**src/rtl/proc_control_fsm_pkg.sv**
```systemverilog
// Shared types and constants for the instruction-sequencing control unit.
// Optional feature macro: PROC_ILLEGAL_TRAP_EN (illegal opcode traps to HALT).
package proc_pkg;

  typedef enum logic [2:0] {
    OP_MV   = 3'b000,
    OP_MVI  = 3'b001,
    OP_ADD  = 3'b010,
    OP_SUB  = 3'b011,
    OP_AND  = 3'b100,
    OP_MVNZ = 3'b101
  } opcode_t;

  typedef enum logic [2:0] {
    T0   = 3'd0,
    T1   = 3'd1,
    T2   = 3'd2,
    T3   = 3'd3,
    HALT = 3'd4
  } state_t;

  // Bus-source codes; general registers use their own index 0..7
  localparam logic [3:0] SEL_G    = 4'd8;
  localparam logic [3:0] SEL_DIN  = 4'd9;
  localparam logic [3:0] SEL_NONE = 4'd15;

  localparam logic [1:0] ALU_ADD = 2'b00;
  localparam logic [1:0] ALU_SUB = 2'b01;
  localparam logic [1:0] ALU_AND = 2'b10;

  // Instruction field positions
  localparam int OP_HI = 15;
  localparam int OP_LO = 13;
  localparam int RX_HI = 12;
  localparam int RX_LO = 10;
  localparam int RY_HI = 9;
  localparam int RY_LO = 7;

  function automatic logic [1:0] alu_of(input opcode_t op);
    case (op)
      OP_SUB:  return ALU_SUB;
      OP_AND:  return ALU_AND;
      default: return ALU_ADD;
    endcase
  endfunction

endpackage

```
**src/rtl/proc_control_fsm_reg_decoder.sv**
```systemverilog
// 3-to-8 one-hot register write-enable decoder.
module reg_decoder_3to8 (
  input  logic [2:0] idx,
  input  logic       en,
  output logic [7:0] onehot
);

  // One enable bit per register, only the indexed one when enabled
  for (genvar i = 0; i < 8; i++) begin : g_bit
    assign onehot[i] = en && (idx == 3'(i));
  end

endmodule

```
**src/rtl/proc_control_fsm.sv**
```systemverilog
// Control FSM for the 16-bit six-instruction processor: latches IR, steps
// T0..T3 and drives bus select, register/accumulator/ALU enables.
// Optional feature macro: PROC_ILLEGAL_TRAP_EN.
module proc_control_fsm
  import proc_pkg::*;
#(
  parameter int NREG = 8,
  parameter int DW   = 16
) (
  input  logic            Clock,
  input  logic            Reset,
  input  logic            Run,
  input  logic [DW-1:0]   DIN,
  input  logic            GNZ,
  output logic [3:0]      Sel,
  output logic [NREG-1:0] Rin,
  output logic            Ain,
  output logic            Gin,
  output logic [1:0]      AluOp,
  output logic            IRin,
  output logic            Done,
  output logic            Illegal
);

  state_t        state, state_nxt;
  logic [DW-1:0] ir;
  opcode_t       op;
  logic [2:0]    rx, ry;
  logic          rin_en;
  logic          unused_ir_low;

  assign op = opcode_t'(ir[OP_HI:OP_LO]);
  assign rx = ir[RX_HI:RX_LO];
  assign ry = ir[RY_HI:RY_LO];
  assign unused_ir_low = ^ir[RY_LO-1:0];

`ifdef PROC_ILLEGAL_TRAP_EN
  logic illegal_q, illegal_set;
  assign Illegal = illegal_q && !Reset;
`else
  assign Illegal = 1'b0;
`endif

  // Every register write goes to Rx, so one decoder serves all states
  reg_decoder_3to8 u_dec (
    .idx    (rx),
    .en     (rin_en),
    .onehot (Rin)
  );

  // Per-state outputs and next state; everything defaults while Reset is high
  always_comb begin
    Sel       = SEL_NONE;
    rin_en    = 1'b0;
    Ain       = 1'b0;
    Gin       = 1'b0;
    AluOp     = ALU_ADD;
    IRin      = 1'b0;
    Done      = 1'b0;
    state_nxt = state;
`ifdef PROC_ILLEGAL_TRAP_EN
    illegal_set = 1'b0;
`endif
    if (!Reset) begin
      case (state)
        T0: if (Run) begin
          IRin      = 1'b1;
          state_nxt = T1;
        end
        T1: begin
          state_nxt = T0;
          case (op)
            OP_MV: begin
              Sel = {1'b0, ry}; rin_en = 1'b1; Done = 1'b1;
            end
            OP_MVI: begin
              Sel = SEL_DIN; rin_en = 1'b1; Done = 1'b1;
            end
            OP_ADD, OP_SUB, OP_AND: begin
              Sel = {1'b0, rx}; Ain = 1'b1; state_nxt = T2;
            end
            OP_MVNZ: begin
              if (GNZ) begin
                Sel = {1'b0, ry}; rin_en = 1'b1;
              end
              Done = 1'b1;
            end
            default: begin
`ifdef PROC_ILLEGAL_TRAP_EN
              illegal_set = 1'b1;
              state_nxt   = HALT;
`else
              Done = 1'b1;
`endif
            end
          endcase
        end
        T2: begin
          Sel = {1'b0, ry}; Gin = 1'b1; AluOp = alu_of(op); state_nxt = T3;
        end
        T3: begin
          Sel = SEL_G; rin_en = 1'b1; Done = 1'b1; state_nxt = T0;
        end
`ifdef PROC_ILLEGAL_TRAP_EN
        HALT:    state_nxt = HALT;
`endif
        default: state_nxt = T0;
      endcase
    end
  end

  // State, IR and sticky trap flag
  always_ff @(posedge Clock) begin
    if (Reset) begin
      state <= T0;
      ir    <= '0;
`ifdef PROC_ILLEGAL_TRAP_EN
      illegal_q <= 1'b0;
`endif
    end else begin
      state <= state_nxt;
      if (IRin) ir <= DIN;
`ifdef PROC_ILLEGAL_TRAP_EN
      if (illegal_set) illegal_q <= 1'b1;
`endif
    end
  end

endmodule

```
**config.mk**
```make
export PLATFORM = sky130hd
export DESIGN_NAME = proc_control_fsm
export DESIGN_NICKNAME = d
export VERILOG_FILES = /design/src/rtl/proc_control_fsm_pkg.sv /design/src/rtl/proc_control_fsm_reg_decoder.sv /design/src/rtl/proc_control_fsm.sv
export SDC_FILE = /design/constraint.sdc
export NUM_CORES = 1
export LEC_CHECK = 0
export BUFFER_PORTS_ARGS = -buffer_cell sky130_fd_sc_hd__buf_2
export CORE_MARGIN = 10
export CORE_UTILIZATION = 48
export CTS_CLUSTER_SIZE = 20
export DETAILED_ROUTE_END_ITERATION = 8
export PLACE_DENSITY_LB_ADDON = 0.1
export SLEW_MARGIN = 20
export SYNTH_ARGS = -nofsm -noshare
export SYNTH_HDL_FRONTEND = slang
export SYNTH_SLANG_ARGS = --single-unit
```
**constraint.sdc**
```tcl
create_clock -name Clock -period 3.4 [get_ports Clock]
set_input_delay 0.17 -clock Clock [delete_from_list [all_inputs] [get_ports Clock]]
set_output_delay 0.17 -clock Clock [all_outputs]
set_load 0.01 [all_outputs]
```
==> results of run 1 <==
Yosys cell counts (all sizes together) (2+ instances only):
library cell | count | share of area (%)
dfxtp | 11 | 28
nor3 | 5 | 3.2
o21ai | 11 | 7.0
o31ai | 5 | 4.8
nor4 | 2 | 1.6
nand2b | 9 | 7.2
inv | 2 | 0.96
nor2b | 5 | 4.0
nand2 | 16 | 7.6
a21oi | 5 | 3.2
or2b | 2 | 1.9
clkbuf | 3 | 1.4
nor2 | 14 | 6.7
buf | 8 | 7.3
and3 | 2 | 1.6
power by group through the flow:
stage                     registers [uW]  clock network (uW)  logic, uW
after global placement               160                   0       69.2
after CTS                            158                94.9       71.2
final                                158                90.9       70.5
after floorplan                      146                   0       68.9
after detailed placement             161                   0       70.8
after global routing                 161                 106       81.1
state kept, by name, indices dropped and copies added, names as in the netlist:
signal	flops
ir	9
state	2
cell type report:
type / count / area, um^2
inverters: 2 / 7.51
well taps: 16 / 20.0
multi-input cells: 89 / 489
fillers: 146 / 611
repair buffers: 30 / 150
clock buffers: 4 / 26.3
flip-flops and latches: 11 / 220
kinds of logic after synthesis:
group | count (synthesis)
DFF | 11
AOI/OAI and AO/OA | 28
and+or+nand+nor | 59
buffers and inverters | 13
other | 1
xor gates and xnor gates | 1
stage by stage:
| stage | instances | utilization (%) | area [um^2] |
|---|---|---|---|
| floorplan | 113 | - | 786 |
| global placement | 148 | 58.2 | 887 |
| detailed placement | 148 | 58.2 | 887 |
| CTS | 152 | 59.9 | 913 |
| global route | 152 | 59.9 | 913 |
| finish | 152 | 59.9 | 913 |
critical path, stage by stage (launching register included):
cell and delay [ps]:
dfxtp_1 450, nor4b_4 820, buf_2 260
worst paths after layout:
check | from | to | slack (ps) | cells after the start
worst max-delay path | state[1]$_SDFFE_PP0P_ | IRin | 1420 | 2
worst min-delay path | DIN[9] | ir[9]$_SDFFE_PP0P_ | 90 | 3
worst max register to register | state[1]$_SDFFE_PP0P_ | ir[15]$_SDFFE_PP0P_ | 1780 | 2
worst min register to register | ir[7]$_SDFFE_PP0P_ | ir[7]$_SDFFE_PP0P_ | 480 | 2
routing by layer:
| layer | vias up | track usage [%] | routed length [um] |
|---|---|---|---|
| li1 | 424 | - | - |
| met1 | 368 | 14.5 | 905 |
| met2 | 23 | 17.8 | 948 |
| met3 | 4 | 3.76 | 118 |
| met4 | 0 | 6.58 | 34 |
| met5 | - | 0 | 0 |
==> metrics.cfg, run 1 <==
[yosys]
syn_area_um2 = 786
synth_enable_flop_cells = 0
ys_async_sr_fraction_pct = 0
synth_fa_ha_area_share_pct = 0
synth_cells = 113
synthFlopType = dfxtp_1
synth.mux.area_fraction_pct = 0
yosysUniqueCellTypes = 30
syn_avg_cell_area_um2 = 6.95
synth_top_family_by_area = simple AND/OR/NAND/NOR gates
yosysSeqAreaShare_pct = 28.0
synthXorXnorAreaFrac_pct = 1.11
synthSimpleGateAreaFrac_pct = 39.2
synth_fp_nets = 133
yosys_warnings = 0
synth_compound_area_share_pct = 21.5
ys_ff_latch = 11

[clock_tree]
clk_pin_slew_worst_paths_ps = 70
cts_buffers = 3
cts_setup_buffers = 0
ctsResizeCount = 0
clock-sinks = 11
cts_tree = built
ctsRootBufferMaster = clkbuf_4
insertion_delay_ps = 270
htreeDepth = 1
ctsLongestPathBuffers = 2
postCtsHoldBufs = 0

[layout]
drive_gt1_share_pct = 25.7
final_common_cell = buf_2
syn_to_final_growth_pct = 16.2
num-nets-final = 157
layout_common_cells = 30 x buf_2, 16 x nand2_1, 14 x nor2_1
antennaDiodeCount = 0

[route]
drtAntennaViolNets = 0
vias = 819
route.detailed.drc = 0
totalWireLength_um = 2010
dr.pass1.iters = 4
via_per_inst = 5.39
dr.first_iter.drc_count = 19
wire_per_inst_um = 13.2

[placement]
dp_hpwl_um = 1500
portBuffers = 30
globalplace.congestion = 0.763
pre_cts_ws_ps = 1690

[floorplan]
num_rows = 14
die_w_um = 60.5
boundaryPins = 39
start_util_pct = 51.6
core_area_um2 = 1520
dieArea_um2 = 3660
fp.dieH_um = 60.5

[pwr]
power_density_nw_per_um2 = 350
peakVddDrop_mv = 0.222
power_uw = 319
leakagePower_uw = 0.000411
pwr-share-comb_pct = 22.1
p_clk_share_pct = 28.5
seqPwrFrac_pct = 49.5
switching_share_pct = 32.0
p_sw_uw = 102
intPower_uw = 217

[sta]
max_freq_ghz = 0.506
period_needed_ps = 1980
tightest_slew_ps = 830
slew_viol_final = 0
finalHoldViolCount = 0
slew_headroom_pct = 44.5
fin_setup_tns_ps = 0
setup_violations = 0
rsz0062_at_grt = no
holdWs_ps = 87.2
min_period_over_period_pct = 58.1
clock_skew_ps = 3.33
fin_ws_ps = 1420

[global_route]
grt_pass1_wl_um = 3340
track_usage_pct = 11.8
grt_max_degree = 20
antenna_found_initial = 0
grt_overflow = 0
grt_pass1_vias = 771

[job]
drv_cap = 0

[critical_path]
crit_fanout = 19
crit_required_ps = 3230
crit_arrival_ps = 1810
worstSetupPathType = reg2out
worstSetupStartpointType = flip-flop
end_kind = primary output

[hold_path]
hp-class = in2reg

[status]
status = complete, no violations

No activity file was read; power rests on OpenSTA's default activity.
==> run 2: changes to the inputs <==
- CORE_UTILIZATION: 48 -> 44
- clock period: 3.4 -> 2 ns (I/O delays scaled with it)
==> metrics.cfg, run 2 (same netlist as run 1, synthesis figures left out) <==
[global_route]
grt_max_degree = 20
grt_pass1_vias = 791
antenna_found_initial = 0
grt_pass1_wl_um = 3520
grt_overflow = 0
track_usage_pct = 10.7

[clock_tree]
ctsLongestPathBuffers = 2
postCtsHoldBufs = 0
htreeDepth = 1
ctsRootBufferMaster = clkbuf_4
cts_buffers = 3
insertion_delay_ps = 260
cts_setup_buffers = 0
cts_tree = built
ctsResizeCount = 0
clk_pin_slew_worst_paths_ps = 70
clock-sinks = 11

[placement]
portBuffers = 30
place_area_um2 = 906
dp_hpwl_um = 1530
globalplace.congestion = 0.811

[route]
route.detailed.drc = 0
via_per_inst = 4.99
dr.pass1.iters = 4
drtAntennaViolNets = 0
dr.first_iter.drc_count = 18
vias = 808
wire_per_inst_um = 12.6
totalWireLength_um = 2030

[layout]
fin_area_um2 = 932
final_common_cell = buf_2
antennaDiodeCount = 0
num-fill-cells = 186
syn_to_final_growth_pct = 18.6
regMostFlops = ir
drive_gt1_share_pct = 26.3
num-nets-final = 158
layout_common_cells = 30 x buf_2, 16 x nand2_1, 14 x nor2_1
top_regs = ir x9, state x2
largest_register_ffs = 9

[critical_path]
crit_family = flip-flops
slowest_stage = dfxtp_1
r2r_cells = 4
crit_chain = a21boi_0, o21bai_1, nand2b_1, nor4_1, buf_2
worstReg2RegEnd = state[1]$_SDFFE_PP0P_
r2r-start = ir[14]$_SDFFE_PP0P_
crit_required_ps = 1900
crit_fanout = 11
reg2reg_setup_slack_ps = 560
end_kind = primary output
critPathMaxStageDelay_ps = 530
crit_arrival_ps = 1690
worstSetupStartpointType = flip-flop
worstSetupPathType = reg2out
path_buf_inv = 1

[pwr]
leakagePower_uw = 0.000416
intPower_uw = 371
p_sw_uw = 171
peakVddDrop_mv = 0.252
p_clk_share_pct = 27.9
switching_share_pct = 31.5
power_density_nw_per_um2 = 581
pwr-share-comb_pct = 22.5
seqPwrFrac_pct = 49.6

[floorplan]
dieArea_um2 = 3880
die_w_um = 62.3
core_area_um2 = 1710
num_rows = 15
start_util_pct = 46.0
fp.dieH_um = 62.3
boundaryPins = 39

[hold_path]
hp-class = in2reg
hp-start = DIN[12]
hold_end = ir[12]$_SDFFE_PP0P_
min_path_cells = 3

[sta]
rsz0062_at_grt = no
fin_setup_tns_ps = 0
clock_skew_ps = 4.63
min_period_over_period_pct = 89.7
max_freq_ghz = 0.558
slew_viol_final = 0
finalHoldViolCount = 0
period_needed_ps = 1790
setup_violations = 0

[job]
drv_cap = 0

[status]
status = complete, no violations

==> run 2: stage by stage <==
step | std cells | util [%] | power [uW] | worst slack (ps) | hold slack (ps)
after floorplan | 113 | - | 365 | 653 | 208
after global placement | 158 | 53.0 | 393 | 537 | 293
after detailed placement | 158 | 53.0 | 395 | 505 | 297
after CTS | 162 | 54.6 | 552 | 206 | 19.4
after global routing | 162 | 54.6 | 583 | 23.5 | 32.8
final | 162 | 54.6 | 541 | 206 | 26.2
==> run 2: how the worst max path moves through the flow <==
stage | depth (start not counted) | slack, ps | end | from
2_1_floorplan | 5 | 650 | Rin[0] | ir[15]$_SDFFE_PP0P_
6_report | 5 | 210 | Rin[0] | ir[13]$_SDFFE_PP0P_
5_1_grt | 5 | 20 | Rin[0] | ir[13]$_SDFFE_PP0P_
4_1_cts | 5 | 210 | Rin[0] | ir[13]$_SDFFE_PP0P_
3_3_place_gp | 5 | 540 | Rin[0] | ir[13]$_SDFFE_PP0P_
3_5_place_dp | 5 | 510 | Rin[0] | ir[13]$_SDFFE_PP0P_
==> run 2: layout make-up <==
type / count / area, um^2 / area share, %
inverters: 2 / 7.51 / 0.805
multi-input cells: 89 / 489 / 52.5
clock buffers: 4 / 26.3 / 2.82
well taps: 25 / 31.3 / 3.36
repair buffers: 31 / 158 / 16.9
flip-flops and latches: 11 / 220 / 23.6
==> run 2: worst min-delay path: cells and delay by family <==
kind	cells	cell delay [ps]
buf+inv	1	70
compound gates	1	50
simple gates	1	30
==> run 2: metal layers <==
| metal | routed length [um] | global-route usage (%) | vias up | part of all wire, % |
|---|---|---|---|---|
| met2 | 931 | 16.7 | 32 | 46 |
| li1 | - | - | 430 | - |
| met3 | 149 | 3.94 | 2 | 7.3 |
| met5 | 0 | 0 | - | 0 |
| met4 | 10 | 3.35 | 0 | 0.49 |
| met1 | 943 | 13.1 | 344 | 46 |
==> run 2: power by group through the flow <==
stage	Sequential (uW)	Clock [uW]	Combinational [uW]
after floorplan	248	0	117
after global placement	273	0	120
after detailed placement	273	0	122
after CTS	268	161	123
after global routing	273	170	140
final	268	151	122
